`config.mk`:
```
export PLATFORM = sky130hd
export DESIGN_NAME = rat_control_unit
export DESIGN_NICKNAME = d
export VERILOG_FILES = /design/src/rtl/rat_pkg.sv /design/src/rtl/rat_control_unit_decode.sv /design/src/rtl/rat_control_unit.sv
export SDC_FILE = /design/constraint.sdc
export NUM_CORES = 1
export LEC_CHECK = 0
export CORE_MARGIN = 2
export CORE_UTILIZATION = 45
export DETAILED_ROUTE_END_ITERATION = 7
export PLACE_DENSITY = 0.85
export SETUP_SLACK_MARGIN = 0.1
export SYNTH_ARGS = -nofsm -noshare
export SYNTH_HDL_FRONTEND = slang
export SYNTH_HIERARCHICAL = 1
export SYNTH_SLANG_ARGS = --single-unit
```
`constraint.sdc`:
```
create_clock -name clk -period 4.1 [get_ports clk]
set_input_delay 1.23 -clock clk [delete_from_list [all_inputs] [get_ports clk]]
set_output_delay 1.23 -clock clk [all_outputs]
set_load 0.01 [all_outputs]
```
`src/rtl/rat_pkg.sv`:
```
// Shared definitions for the RAT control unit: FSM states, opcode encodings,
// datapath select encodings and the bundled control-strobe struct.
package rat_pkg;

  typedef enum logic [1:0] {
    ST_INIT  = 2'd0,
    ST_FETCH = 2'd1,
    ST_EXEC  = 2'd2,
    ST_INTR  = 2'd3
  } state_t;

  // Register/branch forms: {ir[17:13], ir[1:0]}
  localparam logic [6:0] OP_AND   = 7'b0000000;
  localparam logic [6:0] OP_OR    = 7'b0000001;
  localparam logic [6:0] OP_EXOR  = 7'b0000010;
  localparam logic [6:0] OP_TEST  = 7'b0000011;
  localparam logic [6:0] OP_ADD   = 7'b0000100;
  localparam logic [6:0] OP_ADDC  = 7'b0000101;
  localparam logic [6:0] OP_SUB   = 7'b0000110;
  localparam logic [6:0] OP_SUBC  = 7'b0000111;
  localparam logic [6:0] OP_CMP   = 7'b0001000;
  localparam logic [6:0] OP_MOV   = 7'b0001001;
  localparam logic [6:0] OP_LD    = 7'b0001010;
  localparam logic [6:0] OP_ST    = 7'b0001011;
  localparam logic [6:0] OP_BRN   = 7'b0010000;
  localparam logic [6:0] OP_CALL  = 7'b0010001;
  localparam logic [6:0] OP_BREQ  = 7'b0010010;
  localparam logic [6:0] OP_BRNE  = 7'b0010011;
  localparam logic [6:0] OP_BRCS  = 7'b0010100;
  localparam logic [6:0] OP_BRCC  = 7'b0010101;
  localparam logic [6:0] OP_LSL   = 7'b0100000;
  localparam logic [6:0] OP_LSR   = 7'b0100001;
  localparam logic [6:0] OP_ROL   = 7'b0100010;
  localparam logic [6:0] OP_ROR   = 7'b0100011;
  localparam logic [6:0] OP_ASR   = 7'b0100100;
  localparam logic [6:0] OP_PUSH  = 7'b0100101;
  localparam logic [6:0] OP_POP   = 7'b0100110;
  localparam logic [6:0] OP_WSP   = 7'b0101000;
  localparam logic [6:0] OP_CLC   = 7'b0110000;
  localparam logic [6:0] OP_SEC   = 7'b0110001;
  localparam logic [6:0] OP_RET   = 7'b0110010;
  localparam logic [6:0] OP_RETIE = 7'b0110011;
  localparam logic [6:0] OP_SEI   = 7'b0110100;
  localparam logic [6:0] OP_CLI   = 7'b0110101;
  localparam logic [6:0] OP_RETID = 7'b0110110;

  // Immediate forms: ir[17:13] only
  localparam logic [4:0] OP_ANDI  = 5'b10000;
  localparam logic [4:0] OP_ORI   = 5'b10001;
  localparam logic [4:0] OP_EXORI = 5'b10010;
  localparam logic [4:0] OP_TESTI = 5'b10011;
  localparam logic [4:0] OP_ADDI  = 5'b10100;
  localparam logic [4:0] OP_ADDCI = 5'b10101;
  localparam logic [4:0] OP_SUBI  = 5'b10110;
  localparam logic [4:0] OP_SUBCI = 5'b10111;
  localparam logic [4:0] OP_CMPI  = 5'b11000;
  localparam logic [4:0] OP_IN    = 5'b11001;
  localparam logic [4:0] OP_OUT   = 5'b11010;
  localparam logic [4:0] OP_MOVI  = 5'b11011;
  localparam logic [4:0] OP_LDI   = 5'b11100;
  localparam logic [4:0] OP_STI   = 5'b11101;

  localparam logic [3:0] ALU_ADD  = 4'd0;
  localparam logic [3:0] ALU_ADDC = 4'd1;
  localparam logic [3:0] ALU_SUB  = 4'd2;
  localparam logic [3:0] ALU_SUBC = 4'd3;
  localparam logic [3:0] ALU_CMP  = 4'd4;
  localparam logic [3:0] ALU_AND  = 4'd5;
  localparam logic [3:0] ALU_OR   = 4'd6;
  localparam logic [3:0] ALU_EXOR = 4'd7;
  localparam logic [3:0] ALU_TEST = 4'd8;
  localparam logic [3:0] ALU_LSL  = 4'd9;
  localparam logic [3:0] ALU_LSR  = 4'd10;
  localparam logic [3:0] ALU_ROL  = 4'd11;
  localparam logic [3:0] ALU_ROR  = 4'd12;
  localparam logic [3:0] ALU_ASR  = 4'd13;
  localparam logic [3:0] ALU_MOV  = 4'd14;

  localparam logic [1:0] PC_SEL_IMM = 2'd0;
  localparam logic [1:0] PC_SEL_SCR = 2'd1;
  localparam logic [1:0] PC_SEL_VEC = 2'd2;

  localparam logic [1:0] SCR_ADR_REG  = 2'd0;
  localparam logic [1:0] SCR_ADR_IMM  = 2'd1;
  localparam logic [1:0] SCR_ADR_SP   = 2'd2;
  localparam logic [1:0] SCR_ADR_SPM1 = 2'd3;

  localparam logic [1:0] RF_SEL_ALU = 2'd0;
  localparam logic [1:0] RF_SEL_SCR = 2'd1;
  localparam logic [1:0] RF_SEL_SP  = 2'd2;
  localparam logic [1:0] RF_SEL_IN  = 2'd3;

  typedef struct packed {
    logic       pc_ld;
    logic       pc_inc;
    logic [1:0] pc_mux_sel;
    logic       rf_wr;
    logic [1:0] rf_wr_sel;
    logic [3:0] alu_sel;
    logic       alu_opy_sel;
    logic       sp_ld;
    logic       sp_incr;
    logic       sp_decr;
    logic       scr_we;
    logic [1:0] scr_adr_sel;
    logic       scr_data_sel;
    logic       flg_c_ld;
    logic       flg_c_set;
    logic       flg_c_clr;
    logic       flg_z_ld;
    logic       flg_z_clr;
    logic       flg_ld_sel;
    logic       flg_shad_ld;
    logic       i_set;
    logic       i_clr;
    logic       io_strb;
    logic       rst_out;
  } ctrl_t;

endpackage

```
`src/rtl/rat_control_unit_decode.sv`:
```
// Purely combinational opcode-to-strobe table for the EXEC state.
module rat_decode
  import rat_pkg::*;
(
  input  logic [4:0] opcode_hi,
  input  logic [1:0] opcode_lo,
  input  logic       c_flag,
  input  logic       z_flag,
  output ctrl_t      ctrl
);

  logic       is_alu;
  logic       flags_only;
  logic [3:0] alu_op;

  always_comb begin
    ctrl       = '0;
    is_alu     = 1'b0;
    flags_only = 1'b0;
    alu_op     = ALU_ADD;
    if (opcode_hi[4]) begin
      // Immediate forms: opcode_lo carries immediate bits and is ignored
      case (opcode_hi)
        OP_ANDI:  begin is_alu = 1'b1; alu_op = ALU_AND;  end
        OP_ORI:   begin is_alu = 1'b1; alu_op = ALU_OR;   end
        OP_EXORI: begin is_alu = 1'b1; alu_op = ALU_EXOR; end
        OP_TESTI: begin is_alu = 1'b1; alu_op = ALU_TEST; flags_only = 1'b1; end
        OP_ADDI:  begin is_alu = 1'b1; alu_op = ALU_ADD;  end
        OP_ADDCI: begin is_alu = 1'b1; alu_op = ALU_ADDC; end
        OP_SUBI:  begin is_alu = 1'b1; alu_op = ALU_SUB;  end
        OP_SUBCI: begin is_alu = 1'b1; alu_op = ALU_SUBC; end
        OP_CMPI:  begin is_alu = 1'b1; alu_op = ALU_CMP;  flags_only = 1'b1; end
        OP_IN:    begin ctrl.rf_wr = 1'b1; ctrl.rf_wr_sel = RF_SEL_IN; end
        OP_OUT:   ctrl.io_strb = 1'b1;
        OP_MOVI:  begin ctrl.rf_wr = 1'b1; ctrl.alu_sel = ALU_MOV; ctrl.alu_opy_sel = 1'b1; end
        OP_LDI:   begin ctrl.rf_wr = 1'b1; ctrl.rf_wr_sel = RF_SEL_SCR; ctrl.scr_adr_sel = SCR_ADR_IMM; end
        OP_STI:   begin ctrl.scr_we = 1'b1; ctrl.scr_adr_sel = SCR_ADR_IMM; end
        default:  ;
      endcase
    end else begin
      case ({opcode_hi, opcode_lo})
        OP_AND:  begin is_alu = 1'b1; alu_op = ALU_AND;  end
        OP_OR:   begin is_alu = 1'b1; alu_op = ALU_OR;   end
        OP_EXOR: begin is_alu = 1'b1; alu_op = ALU_EXOR; end
        OP_TEST: begin is_alu = 1'b1; alu_op = ALU_TEST; flags_only = 1'b1; end
        OP_ADD:  begin is_alu = 1'b1; alu_op = ALU_ADD;  end
        OP_ADDC: begin is_alu = 1'b1; alu_op = ALU_ADDC; end
        OP_SUB:  begin is_alu = 1'b1; alu_op = ALU_SUB;  end
        OP_SUBC: begin is_alu = 1'b1; alu_op = ALU_SUBC; end
        OP_CMP:  begin is_alu = 1'b1; alu_op = ALU_CMP;  flags_only = 1'b1; end
        OP_LSL:  begin is_alu = 1'b1; alu_op = ALU_LSL;  end
        OP_LSR:  begin is_alu = 1'b1; alu_op = ALU_LSR;  end
        OP_ROL:  begin is_alu = 1'b1; alu_op = ALU_ROL;  end
        OP_ROR:  begin is_alu = 1'b1; alu_op = ALU_ROR;  end
        OP_ASR:  begin is_alu = 1'b1; alu_op = ALU_ASR;  end
        OP_MOV:  begin ctrl.rf_wr = 1'b1; ctrl.alu_sel = ALU_MOV; end
        OP_LD:   begin ctrl.rf_wr = 1'b1; ctrl.rf_wr_sel = RF_SEL_SCR; ctrl.scr_adr_sel = SCR_ADR_REG; end
        OP_ST:   begin ctrl.scr_we = 1'b1; ctrl.scr_adr_sel = SCR_ADR_REG; end
        OP_BRN:  ctrl.pc_ld = 1'b1;
        OP_BREQ: ctrl.pc_ld = z_flag;
        OP_BRNE: ctrl.pc_ld = ~z_flag;
        OP_BRCS: ctrl.pc_ld = c_flag;
        OP_BRCC: ctrl.pc_ld = ~c_flag;
        OP_CALL: begin
          ctrl.pc_ld        = 1'b1;
          ctrl.scr_we       = 1'b1;
          ctrl.scr_adr_sel  = SCR_ADR_SPM1;
          ctrl.scr_data_sel = 1'b1;
          ctrl.sp_decr      = 1'b1;
        end
        OP_RET, OP_RETID, OP_RETIE: begin
          ctrl.pc_ld       = 1'b1;
          ctrl.pc_mux_sel  = PC_SEL_SCR;
          ctrl.scr_adr_sel = SCR_ADR_SP;
          ctrl.sp_incr     = 1'b1;
          if ({opcode_hi, opcode_lo} != OP_RET) begin
            ctrl.flg_ld_sel = 1'b1;
            ctrl.flg_c_ld   = 1'b1;
            ctrl.flg_z_ld   = 1'b1;
            ctrl.i_clr      = ({opcode_hi, opcode_lo} == OP_RETID);
            ctrl.i_set      = ({opcode_hi, opcode_lo} == OP_RETIE);
          end
        end
        OP_PUSH: begin ctrl.scr_we = 1'b1; ctrl.scr_adr_sel = SCR_ADR_SPM1; ctrl.sp_decr = 1'b1; end
        OP_POP:  begin
          ctrl.rf_wr       = 1'b1;
          ctrl.rf_wr_sel   = RF_SEL_SCR;
          ctrl.scr_adr_sel = SCR_ADR_SP;
          ctrl.sp_incr     = 1'b1;
        end
        OP_WSP:  ctrl.sp_ld     = 1'b1;
        OP_CLC:  ctrl.flg_c_clr = 1'b1;
        OP_SEC:  ctrl.flg_c_set = 1'b1;
        OP_SEI:  ctrl.i_set     = 1'b1;
        OP_CLI:  ctrl.i_clr     = 1'b1;
        default: ;
      endcase
    end

    // Logical ops force C low; the flag register ranks clr above ld
    if (is_alu) begin
      ctrl.alu_sel     = alu_op;
      ctrl.alu_opy_sel = opcode_hi[4];
      ctrl.rf_wr       = ~flags_only;
      ctrl.flg_c_ld    = 1'b1;
      ctrl.flg_z_ld    = 1'b1;
      ctrl.flg_c_clr   = (alu_op == ALU_AND) || (alu_op == ALU_OR) || (alu_op == ALU_EXOR);
    end
  end

endmodule

```
`src/rtl/rat_control_unit.sv`:
```
// RAT CPU control FSM: sequences reset, fetch/execute and interrupt entry,
// driving every datapath strobe as a combinational decode of state.
module rat_control_unit
  import rat_pkg::*;
(
  input  logic       clk,
  input  logic       rst,
  input  logic [4:0] opcode_hi,
  input  logic [1:0] opcode_lo,
  input  logic       c_flag,
  input  logic       z_flag,
  input  logic       int_req,
  input  logic       i_flag,
  output logic       pc_ld,
  output logic       pc_inc,
  output logic [1:0] pc_mux_sel,
  output logic       rf_wr,
  output logic [1:0] rf_wr_sel,
  output logic [3:0] alu_sel,
  output logic       alu_opy_sel,
  output logic       sp_ld,
  output logic       sp_incr,
  output logic       sp_decr,
  output logic       scr_we,
  output logic [1:0] scr_adr_sel,
  output logic       scr_data_sel,
  output logic       flg_c_ld,
  output logic       flg_c_set,
  output logic       flg_c_clr,
  output logic       flg_z_ld,
  output logic       flg_z_clr,
  output logic       flg_ld_sel,
  output logic       flg_shad_ld,
  output logic       i_set,
  output logic       i_clr,
  output logic       io_strb,
  output logic       rst_out
);

  state_t state_q, state_d;
  ctrl_t  exec_ctrl, ctrl;

  rat_decode u_decode (
    .opcode_hi (opcode_hi),
    .opcode_lo (opcode_lo),
    .c_flag    (c_flag),
    .z_flag    (z_flag),
    .ctrl      (exec_ctrl)
  );

  always_comb begin
    state_d = state_q;
    case (state_q)
      ST_INIT:  state_d = ST_FETCH;
      ST_FETCH: state_d = ST_EXEC;
      ST_EXEC:  state_d = (int_req && i_flag) ? ST_INTR : ST_FETCH;
      ST_INTR:  state_d = ST_FETCH;
      default:  state_d = ST_INIT;
    endcase
  end

  always_ff @(posedge clk) begin
    if (rst) state_q <= ST_INIT;
    else     state_q <= state_d;
  end

  always_comb begin
    ctrl = '0;
    case (state_q)
      ST_INIT: begin
        ctrl.rst_out   = 1'b1;
        ctrl.flg_c_clr = 1'b1;
        ctrl.flg_z_clr = 1'b1;
        ctrl.i_clr     = 1'b1;
      end
      ST_FETCH: ctrl.pc_inc = 1'b1;
      ST_EXEC:  ctrl = exec_ctrl;
      ST_INTR: begin
        ctrl.pc_ld        = 1'b1;
        ctrl.pc_mux_sel   = PC_SEL_VEC;
        ctrl.scr_we       = 1'b1;
        ctrl.scr_adr_sel  = SCR_ADR_SPM1;
        ctrl.scr_data_sel = 1'b1;
        ctrl.sp_decr      = 1'b1;
        ctrl.flg_shad_ld  = 1'b1;
        ctrl.flg_c_clr    = 1'b1;
        ctrl.flg_z_clr    = 1'b1;
        ctrl.i_clr        = 1'b1;
      end
      default: ;
    endcase
  end

  assign pc_ld        = ctrl.pc_ld;
  assign pc_inc       = ctrl.pc_inc;
  assign pc_mux_sel   = ctrl.pc_mux_sel;
  assign rf_wr        = ctrl.rf_wr;
  assign rf_wr_sel    = ctrl.rf_wr_sel;
  assign alu_sel      = ctrl.alu_sel;
  assign alu_opy_sel  = ctrl.alu_opy_sel;
  assign sp_ld        = ctrl.sp_ld;
  assign sp_incr      = ctrl.sp_incr;
  assign sp_decr      = ctrl.sp_decr;
  assign scr_we       = ctrl.scr_we;
  assign scr_adr_sel  = ctrl.scr_adr_sel;
  assign scr_data_sel = ctrl.scr_data_sel;
  assign flg_c_ld     = ctrl.flg_c_ld;
  assign flg_c_set    = ctrl.flg_c_set;
  assign flg_c_clr    = ctrl.flg_c_clr;
  assign flg_z_ld     = ctrl.flg_z_ld;
  assign flg_z_clr    = ctrl.flg_z_clr;
  assign flg_ld_sel   = ctrl.flg_ld_sel;
  assign flg_shad_ld  = ctrl.flg_shad_ld;
  assign i_set        = ctrl.i_set;
  assign i_clr        = ctrl.i_clr;
  assign io_strb      = ctrl.io_strb;
  assign rst_out      = ctrl.rst_out;

endmodule

```
# Word level (Yosys, flattened, before mapping)
# Index checks and enable logic that the tools add are counted.
# totals
register_bits,2
inputBits,13
output_inout_bits,30
# op_classes
eq_ne,53
n_mux,64
bitwise_logic,3
n_reduce_logical,19
# ops
operator,n
== test 7 x 6 -> 1 bit (second input constant),15
== test 5 bit (second input constant),14
case mux 4 bit (13 select lines),1
== test 7 x 5 -> 1 bit (second input constant),6
2-to-1 mux 1 bit,37
case mux 4 bit (8 select lines),1
== test 7 x 3 -> 1 bit (second input constant),4
== test 7 x 4 -> 1 bit (second input constant),4
2-to-1 mux 5 bit,3
== test 7 x 2 -> 1 bit (second input constant),2
OR reduction 14 bit,1
== test 4 x 3 -> 1 bit (second input constant),3
case mux 2 bit (2 select lines),3
OR reduction 2 bit,6
OR reduction 3 bit,4
2-to-1 mux 10 bit,1
2-to-1 mux 2 bit,5
case mux 1 bit (2 select lines),5
case mux 5 bit (2 select lines),1
OR reduction 9 bit,1
2-to-1 mux 4 bit,2
== test 7 x 1 -> 1 bit (second input constant),1
logical NOT 7 bit,1
2-to-1 mux 7 bit,1
12 further kinds,17

# Longest topological paths before layout
# logic_depth
depth_word,8
ltp_mapped,8

# Hierarchy
# Netlist, hierarchy kept.
# modules_own_cells
mod,n_inst,cells_each,area_per_inst_um2,seq_area_each_um2
rat_decode,1,134,829.5,0.0
rat_control_unit,1,52,395.4,40.0

# Worst setup path after synthesis
# OpenSTA, ideal clock, no wires.
# synth_timing
path_kind,input to output
startpoint,input port opcode_hi[3]
endpoint,output port flg_c_clr
arrival_ps,2537
setup_slack_ps,333
cell_stages,6
n_path_buf,1
path_cell_list,buf_4 or3b_4 or3_1 a41oi_2 nand2_1 a21oi_1
# synth_lines
element,line,source
start: declaration,rat_control_unit.sv:8,"input logic [4:0] opcode_hi,"
end: declaration,rat_control_unit.sv:29,"output logic flg_c_clr,"

==> results_dict.tcl <==
set metrics [dict create \
    wire_per_inst_um 19.8 \
    fin_util_pct 81.4 \
    reg.largest.list "state_q: 2 flops" \
    cp.required_ps 2870 \
    pwr-share-comb_pct 78.8 \
    synthesis.area_um2 1220 \
    die_width_um 56.2 \
    htreeDepth 1 \
    nets 287 \
    diodes 0 \
    rsz0062_at_grt "true" \
    synth_edf_count 0 \
    cts.sinks 2 \
    fp.dieH_um 56.2 \
    netSwitchingPower_uw 160 \
    start_kind "primary input" \
    clkLatencyLatePin_ps 230 \
    synthArstFlopShare_pct 0 \
    layout.cells.non_filler 296 \
    power_density_nw_per_um2 167 \
    critPathKind "primary input to output port" \
    setup_slack_ps 79.5 \
    dpl.hpwl_um 2850 \
    hold_slack_ps 738 \
    cts_tree "built" \
    rows 18 \
    synth.avg_cell_area_um2 6.59 \
    slew_violations 0 \
    viasPerCell 6.44 \
    run_status "completed" \
    core_um2 2520 \
    drive_gt1_share_pct 39.1 \
    p_int_uw 184 \
    cts_hold_buf 0 \
    dieArea_um2 3160 \
    finalCriticalPeriod_ps 4020 \
    clk_path_buf_depth 2 \
    synth_cell_types 54 \
    netlist_instances 186 \
    hold_violations 0 \
    grt_max_degree 18 \
    regMostFlops "state_q" \
    period_share_pct 98.1 \
    ant_nets 0 \
    ir_worst_vdd_uv 262 \
    slew-limit-headroom_pct 58.7 \
    grt_pass1_vias 1834 \
    drcViolationCount 0 \
    yosysSeqAreaShare_pct 3.27 \
    first_iter_violations 121 \
    largest_register_ffs 2 \
    drv_cap 0 \
    finalSetupViolations 0 \
    worst-path-max-fanout 6 \
    place_inst 271 \
    num-fill-cells 156 \
    worstMarginPinSlew_ps 619 \
    fin_area_um2 2050 \
    overflow 0 \
    cp-end-kind "output port" \
    ios 43 \
    clock_skew_ps 0.0736 \
    areaGrowthSynthToFinish_pct 67.7 \
    worstPathArrival_ps 2790 \
    ys.flop_type "dfxtp_1" \
    io_buffers 42 \
    num_vias 1905 \
    first_pass_iters 6 \
    switching_share_pct 46.5 \
    seqPwrFrac_pct 7.8 \
    dp_slack_ps -615 \
    ys_warn_count 6 \
    ys_ff_latch 2 \
    fmax_mhz 249 \
    initial_core_util_pct 48.6 \
    p_clk_share_pct 13.4 \
    postRouteWirelength_um 5870 \
    antenna_found_initial 0 \
    root_buffer "clkbuf_4" \
    cts.clk_slew.worst_paths_ps 30 \
    p_leak_nw 1.06 \
    grt_first_pass_wirelength_um 8800 \
    grt_use_total_pct 34.5 \
    dpl-instance-area_um2 1790 \
    numCtsBuffers 3 \
    routabilityCongestion 0.933 \
    hp-class "flop to flop" \
]
## repair_timing
item	4_1_cts	5_1_grt
pin swaps	14	9
setup endpoints to repair	25	17
resized for setup	83	33
gates cloned	3	0
setup buffers	18	1
## layout by cell type, fill, tap and decap left out, types with 8 or more instances in the layout
cell type        netlist  layout
dlygate4sd2_1          0      13
nand2_1               17      15
nor2_1                13      10
clkdlybuf4s50_1        0       9
nand2b_1               9       8
buf_2                  5       9
buf_6                  3      10
buf_4                  9      47
a21o_1                10      10
and2_1                16      16
## layer usage
metal,global-route usage (%),wire length (µm)
met1,38.9,2110
met2,59.7,2700
met3,8.37,638
met4,17.3,420
met5,0,0
## stage by stage
| step | setup TNS [ps] | power [mW] |
|---|---|---|
| after detailed placement | -10000 | 0.256 |
| final | 0 | 0.344 |
| after floorplan | 0 | 0.161 |
| after CTS | 0 | 0.310 |
| after global routing | 0 | 0.358 |
| after global placement | -9020 | 0.252 |
## power by group through the flow
stage,clock (mW),sequential (mW),combinational [mW]
2_1_floorplan,0,0.0258,0.135
3_3_place_gp,0,0.0262,0.226
3_5_place_dp,0,0.0264,0.229
4_1_cts,0.0452,0.0261,0.239
5_1_grt,0.0477,0.0271,0.283
6_report,0.0460,0.0270,0.271
## worst max-delay path, stage by stage
cell and delay, ps:
buf_4 120, buf_6 130, buf_6 120, a22o_1 200
a222oi_1 380, nand2_1 140, a21boi_1 210, a21o_1 160
buf_6 110
## path summary, 6_finish.rpt
kind,from,end,slack (ps),cells after the start
max reg2reg,state_q[0],state_q[1],2470,4
min reg2reg,state_q[0],state_q[0],740,2
min,state_q[0],state_q[0],740,2
max,opcode_lo[1],pc_ld,80,9
## cell type report
type / instances / area, µm² / area share, %
multi-input combinational: 156 / 1130 / 54.9
timing repair buffer: 99 / 805 / 39.2
sequential: 2 / 40.0 / 1.95
tap: 30 / 37.5 / 1.83
clock buffer: 3 / 22.5 / 1.10
inverter: 6 / 22.5 / 1.10
## cells in the mapped netlist (2+ instances only)
master	count	area share, %
o21ai_0	8	3.3
clkbuf_2	2	0.82
nand4b_1	2	1.4
a22o_1	2	1.4
a21oi_1	9	3.7
nand3_1	4	1.6
or3_1	2	1.0
a21o_1	10	6.1
o211a_1	2	1.6
nor2_1	13	4.0
clkbuf_1	6	1.8
xnor2_1	2	1.4
o31ai_1	2	1.2
buf_2	5	2.0
nand2b_1	9	4.6
nor4_1	4	2.0
and2_1	16	8.2
or2_2	3	1.5
o211ai_1	4	2.5
dfxtp_1	2	3.3
buf_6	3	2.8
inv_1	6	1.8
xor2_1	2	1.4
nor3_1	6	2.5
nand2_1	17	5.2
ha_1	6	6.1
o22ai_1	2	1.0
nor2b_1	3	1.5
buf_4	9	5.5
## kinds of logic after synthesis
group,after synthesis,share of synthesized area (%)
compound gates,51,30.2
buf+inv,32,16.0
flops,2,3.27
xor+xnor,4,2.86
mux,1,0.919
simple gates,89,40.2
other cells,1,0.306
fa+ha+maj,6,6.13
(Power assumes the default switching activity.)
